**src/rtl/uart_cmd_pkg.sv**
```systemverilog
// Shared definitions for the UART ASCII command decoder: character codes,
// decoder state and byte classes.
package uart_cmd_pkg;

  localparam logic [7:0] CH_R_U = 8'h52;
  localparam logic [7:0] CH_R_L = 8'h72;
  localparam logic [7:0] CH_C_U = 8'h43;
  localparam logic [7:0] CH_C_L = 8'h63;
  localparam logic [7:0] CH_M_U = 8'h4D;
  localparam logic [7:0] CH_M_L = 8'h6D;
  localparam logic [7:0] CH_S_U = 8'h53;
  localparam logic [7:0] CH_S_L = 8'h73;
  localparam logic [7:0] CH_CR  = 8'h0D;
  localparam logic [7:0] CH_LF  = 8'h0A;
  localparam logic [7:0] CH_SP  = 8'h20;
  localparam logic [7:0] CH_0   = 8'h30;
  localparam logic [7:0] CH_9   = 8'h39;

  typedef enum logic {IDLE, SET_DIG} state_e;

  typedef enum logic [2:0] {
    CMD_R, CMD_C, CMD_M, CMD_S, DIGIT, TERM, WS, OTHER
  } cls_e;

endpackage

```
**src/rtl/uart_ascii_class.sv**
```systemverilog
// Combinational byte classifier: folds lower-case letters to upper case and
// maps the byte to a command/digit/terminator class plus its digit value.
module uart_ascii_class
  import uart_cmd_pkg::*;
(
  input  logic [7:0] byte_in,
  output cls_e       cls,
  output logic [3:0] digit
);

  logic [7:0] folded;

  // NOTE: every output of a combinational block gets a default first, so no
  // path through the case can leave it unassigned and infer a latch.
  always_comb begin
    cls    = OTHER;
    digit  = byte_in[3:0];
    folded = byte_in;
    if (byte_in >= 8'h61 && byte_in <= 8'h7A) folded = byte_in & 8'hDF;
    case (folded)
      CH_R_U:        cls = CMD_R;
      CH_C_U:        cls = CMD_C;
      CH_M_U:        cls = CMD_M;
      CH_S_U:        cls = CMD_S;
      CH_CR, CH_LF:  cls = TERM;
      CH_SP:         cls = WS;
      default: begin
        if (byte_in >= CH_0 && byte_in <= CH_9) cls = DIGIT;
      end
    endcase
  end

endmodule

```
**src/rtl/uart_cmd_decoder.sv**
```systemverilog
// ASCII command decoder for the counter/FND datapath: R/C/M pulses and an
// "S<digits><CR|LF>" preset command with inter-byte timeout.
module uart_cmd_decoder
  import uart_cmd_pkg::*;
#(
  parameter int TIMEOUT_CYC = 100_000_000,
  parameter int MAX_DIGITS  = 4,
  parameter int VAL_W       = 14
) (
  input  logic             clk,
  input  logic             rst,
  input  logic [7:0]       rx_data,
  input  logic             rx_done,
  output logic             o_run_toggle,
  output logic             o_clear,
  output logic             o_mode_toggle,
  output logic             o_set_valid,
  output logic [VAL_W-1:0] o_set_value,
  output logic             o_err,
  output logic             o_busy
);

  localparam int TMO_W = $clog2(TIMEOUT_CYC);
  localparam int CNT_W = $clog2(MAX_DIGITS + 1);
  localparam logic [TMO_W-1:0] TMO_LAST = TMO_W'(TIMEOUT_CYC - 1);
  localparam logic [CNT_W-1:0] DIG_MAX  = CNT_W'(MAX_DIGITS);

  cls_e       cls;
  logic [3:0] digit;

  state_e           state, state_d;
  logic [VAL_W-1:0] acc, acc_d, value_q, value_d;
  logic [CNT_W-1:0] ndig, ndig_d;
  logic [TMO_W-1:0] tmo, tmo_d;
  logic run_d, clr_d, mode_d, setv_d, err_d;

  uart_ascii_class u_class (
    .byte_in (rx_data),
    .cls     (cls),
    .digit   (digit)
  );

  always_comb begin
    state_d = state;
    acc_d   = acc;
    ndig_d  = ndig;
    tmo_d   = tmo;
    value_d = value_q;
    run_d   = 1'b0;
    clr_d   = 1'b0;
    mode_d  = 1'b0;
    setv_d  = 1'b0;
    err_d   = 1'b0;
    case (state)
      IDLE: begin
        if (rx_done) begin
          case (cls)
            CMD_R: run_d  = 1'b1;
            CMD_C: clr_d  = 1'b1;
            CMD_M: mode_d = 1'b1;
            CMD_S: begin
              state_d = SET_DIG;
              acc_d   = '0;
              ndig_d  = '0;
            end
            TERM, WS: ;
            default: err_d = 1'b1;
          endcase
        end
      end
      SET_DIG: begin
        // A byte landing in the expiry cycle wins over the timeout.
        if (rx_done) begin
          tmo_d = '0;
          case (cls)
            DIGIT: begin
              if (ndig >= DIG_MAX) begin
                err_d   = 1'b1;
                state_d = IDLE;
              end else begin
                acc_d  = (acc << 3) + (acc << 1) + VAL_W'(digit);
                ndig_d = ndig + CNT_W'(1);
              end
            end
            TERM: begin
              if (ndig != '0) begin
                value_d = acc;
                setv_d  = 1'b1;
              end else begin
                err_d = 1'b1;
              end
              state_d = IDLE;
            end
            default: begin
              err_d   = 1'b1;
              state_d = IDLE;
            end
          endcase
        end else if (tmo == TMO_LAST) begin
          err_d   = 1'b1;
          state_d = IDLE;
        end else begin
          tmo_d = tmo + TMO_W'(1);
        end
      end
      default: state_d = IDLE;
    endcase
    if (state_d == IDLE) tmo_d = '0;
  end

  // NOTE: clocked state uses non-blocking assignments so every register
  // samples the pre-edge values, independent of statement order.
  always_ff @(posedge clk) begin
    if (rst) begin
      state         <= IDLE;
      acc           <= '0;
      ndig          <= '0;
      tmo           <= '0;
      value_q       <= '0;
      o_run_toggle  <= 1'b0;
      o_clear       <= 1'b0;
      o_mode_toggle <= 1'b0;
      o_set_valid   <= 1'b0;
      o_err         <= 1'b0;
    end else begin
      state         <= state_d;
      acc           <= acc_d;
      ndig          <= ndig_d;
      tmo           <= tmo_d;
      value_q       <= value_d;
      o_run_toggle  <= run_d;
      o_clear       <= clr_d;
      o_mode_toggle <= mode_d;
      o_set_valid   <= setv_d;
      o_err         <= err_d;
    end
  end

  assign o_set_value = value_q;
  assign o_busy      = (state == SET_DIG);

endmodule

```
**config.mk**
```make
export PLATFORM = sky130hd
export DESIGN_NAME = uart_cmd_decoder
export DESIGN_NICKNAME = d
export VERILOG_FILES = /design/src/rtl/uart_cmd_pkg.sv /design/src/rtl/uart_ascii_class.sv /design/src/rtl/uart_cmd_decoder.sv
export SDC_FILE = /design/constraint.sdc
export NUM_CORES = 1
export LEC_CHECK = 0
export CELL_PAD_IN_SITES_DETAIL_PLACEMENT = 0
export CELL_PAD_IN_SITES_GLOBAL_PLACEMENT = 1
export CORE_UTILIZATION = 44
export CTS_CLUSTER_DIAMETER = 120
export DETAILED_ROUTE_END_ITERATION = 10
export PLACE_DENSITY = 0.77
export SYNTH_ARGS = -nofsm -noshare
export SYNTH_HDL_FRONTEND = slang
export SYNTH_SLANG_ARGS = --single-unit
```
**constraint.sdc**
```tcl
create_clock -name clk -period 3.5 [get_ports clk]
set_clock_uncertainty 0.1 [all_clocks]
set_input_delay 0.875 -clock clk [delete_from_list [all_inputs] [get_ports clk]]
set_output_delay 0.875 -clock clk [all_outputs]
set_load 0.05 [all_outputs]
```
==> flow_summary.ini <==
[run_status]
status = complete, no violations

[grt]
grt_pass1_wl_mm = 13.8
grt_max_degree = 26
grt_usage = 0.201
grt_pass1_vias = 2969
gr-total-overflow = 0
antenna_found_initial = 0

[routing]
drc = 0
vias_per_cell = 5.46
drtIter0Drc = 116
ant_nets = 0
wl_per_cell_um = 14.2
drt-pass1-iter-count = 4
wirelength_mm = 8.00
num_vias = 3079

[placed_design]
dp_cells = 549
dp.final_hpwl_mm = 5.71
port_buffers = 30
gp_congestion = 0.822
place_area_um2 = 4190

[worst_setup_path]
required_ps = 3670
crit_chain = clkdlybuf4s50_1 -> fa_1 -> buf_4 -> ha_1 -> a211oi_1 -> buf_4 -> o21a_1 -> o31ai_2 -> buf_4 -> xor2_1 -> nand3_1 -> a21oi_1
slowest_stage = fa_1
cp-end-kind = flop
timing.rr.end = acc[11]$_SDFFE_PP0P_
critPathMaxStageDelay_ps = 500
start_kind = primary input
crit_top_cell = buf_4
cp.arrival_ps = 3520
worstPathMaxFanout = 3
critical_path_class = in -> reg
r2r_start = acc[2]$_SDFFE_PP0P_
reg2reg_setup_slack_ps = 750
r2r_cells = 11
startpoint = rx_data[3]

[yosys]
synth_edf_count = 0
synth_top_family_by_area = simple AND/OR/NAND/NOR gates
synth_area_per_cell_um2 = 8.84
synthXorXnorAreaFrac = 0.0886
synth_cells = 414
syn_area_um2 = 3660
synth_nets = 452
synth_adder_area_share = 0.0964
ys_ff_latch = 64
ys_types = 62
yosysWarnings = 0
synth_compound_area_frac = 0.118
muxShareOfSynthArea = 0.0520
ys_seq_area_frac = 0.350
ys_async_sr_fraction = 0
synth-main-ff-cell = dfxtp_1
yosys.area_share.simple = 0.256

[cts]
numCtsBuffers = 9
htreeDepth = 3
clock_latency_ps = 350
clockBufferDepth = 2
clk_pin_slew_ps = 70
cts_root_buffer = clkbuf_8
cts_tree = yes
ctsResizeCount = 0
cts.sinks = 64
cts_setup_buffers = 0
hold_buffers = 0

[final_layout]
layout-drive-gt1-share = 0.110
multi_input_area_um2 = 2260
final_cell_area_um2 = 4420
regArea_um2 = 1280
fillers = 720
fin_util = 0.561
nNetsFinal = 496
area_growth_pct = 20.9
insertedDiodeCount = 0
final_cells = 564

[floorplan]
io_pins = 31
initial_core_util = 0.464
rows = 32
die_y_um = 93.2
fp.dieW_um = 93.2
fp.coreArea_um2 = 7890
dieArea_um2 = 8680

[pwr]
powerDensity_nw_per_um2 = 331
switchingPower_uw = 321
vdd_ir_drop_max_mv = 0.179
internal_power_uw = 1140
pwr-share-comb = 0.045
sequentialPowerShare = 0.499
swShare = 0.220
clkPwrFrac = 0.456
leakagePower_uw = 0.00158
power.total_uw = 1460

[min_path]
hold_path.class = reg -> reg
holdCritStartpoint = acc[13]$_SDFFE_PP0P_
min_to = acc[13]$_SDFFE_PP0P_
min_path_cells = 2

[sta]
finalSetupViolCount = 0
maxSlewHeadroom = 0.595
worst_pin_slew_ps = 600
rsz0062_at_grt = false
fmax_mhz = 298
drv_slew = 0
tns_ps = 0
finalHoldViolations = 0
min_period_ps = 3350
finalCritPeriodShare = 0.957

[job]
maxCapViolCount = 0
[flip-flops by register name, indices dropped and copies added (netlist names), 3 cells and up]
register	cells
o_set_value	14
ndig	3
acc	14
tmo	27
[power by group through the flow]
stage	registers, µW	logic (µW)	clock network [µW]
after floorplan	749	32.0	0
after global placement	746	65.7	0
after detailed placement	746	66.3	0
after CTS	729	66.6	686
after global routing	728	73.1	717
final	729	66.2	667
[critical path: cells and delay by family]
| kind | cells | cell delay [ps] |
|---|---|---|
| buffers and inverters | 4 | 910 |
| adder cells (fa/ha/maj) | 2 | 770 |
| AO/OA/AOI/OAI | 4 | 730 |
| XOR/XNOR | 1 | 130 |
| AND/OR/NAND/NOR | 1 | 100 |
[stage by stage]
| step | hold slack (ps) | worst slack, ps |
|---|---|---|
| final | 375 | 149 |
| after CTS | 376 | 62.4 |
| after global placement | 367 | -264 |
| after floorplan | 348 | 358 |
| after detailed placement | 362 | -295 |
| after global routing | 395 | 18.4 |
[cell families (layout without fill, tap and decap cells)]
| family | after synthesis | in the layout |
|---|---|---|
| AOI/OAI and AO/OA | 58 | 58 |
| xor gates and xnor gates | 37 | 37 |
| adders and majority gates | 27 | 27 |
| buffers and inverters | 31 | 79 |
| DFF | 64 | 64 |
| muxes | 19 | 19 |
| and+or+nand+nor | 178 | 178 |
[final cells by class]
cell class	instances	area share
multi-input cells	319	0.511
clock inverters	2	0.00849
repair buffers	52	0.114
inverters	12	0.0102
clock buffers	13	0.0382
well taps	102	0.0289
flip-flops and latches	64	0.290
[synth_stat cells, types with 4 or more instances]
cell type / instances / area, µm²
o21ai_0: 7 / 35.0
nor4_1: 4 / 25.0
nor2_1: 59 / 221
mux2i_1: 19 / 190
dfxtp_1: 64 / 1280
xor2_1: 10 / 87.6
nand4_1: 7 / 43.8
nand2b_1: 8 / 50.1
nor3b_1: 6 / 45.0
inv_1: 12 / 45.0
nand3_1: 21 / 105
buf_2: 8 / 40.0
nand2_1: 20 / 75.1
xnor2_1: 27 / 236
nor3_1: 22 / 110
clkbuf_1: 9 / 33.8
a21oi_1: 12 / 60.1
ha_1: 25 / 313
[layout by cell type, fill, tap and decap left out, types with 19 or more instances in the layout]
master	n
clkdlybuf4s50_1	30
nand2_1	20
dfxtp_1	64
nand3_1	21
ha_1	25
xnor2_1	27
mux2i_1	19
buf_4	19
nor2_1	59
nor3_1	22
[worst max path at each step]
| stage | end | slack [ps] | cells after the start |
|---|---|---|---|
| 2_1_floorplan | acc[12]$_SDFFE_PP0P_ | 360 | 9 |
| 3_3_place_gp | acc[12]$_SDFFE_PP0P_ | -260 | 10 |
| 3_5_place_dp | acc[12]$_SDFFE_PP0P_ | -290 | 10 |
| 4_1_cts | acc[12]$_SDFFE_PP0P_ | 60 | 10 |
| 5_1_grt | acc[11]$_SDFFE_PP0P_ | 20 | 12 |
| 6_report | acc[11]$_SDFFE_PP0P_ | 150 | 12 |
[layer usage]
layer | track usage | share of wire | routed length, µm
met1 | 0.266 | 0.49 | 3950
met2 | 0.325 | 0.45 | 3620
met4 | 0.0654 | 0.014 | 114
met5 | 0 | 0 | 0
met3 | 0.0415 | 0.040 | 318
No activity file was read; power rests on OpenSTA's default activity.
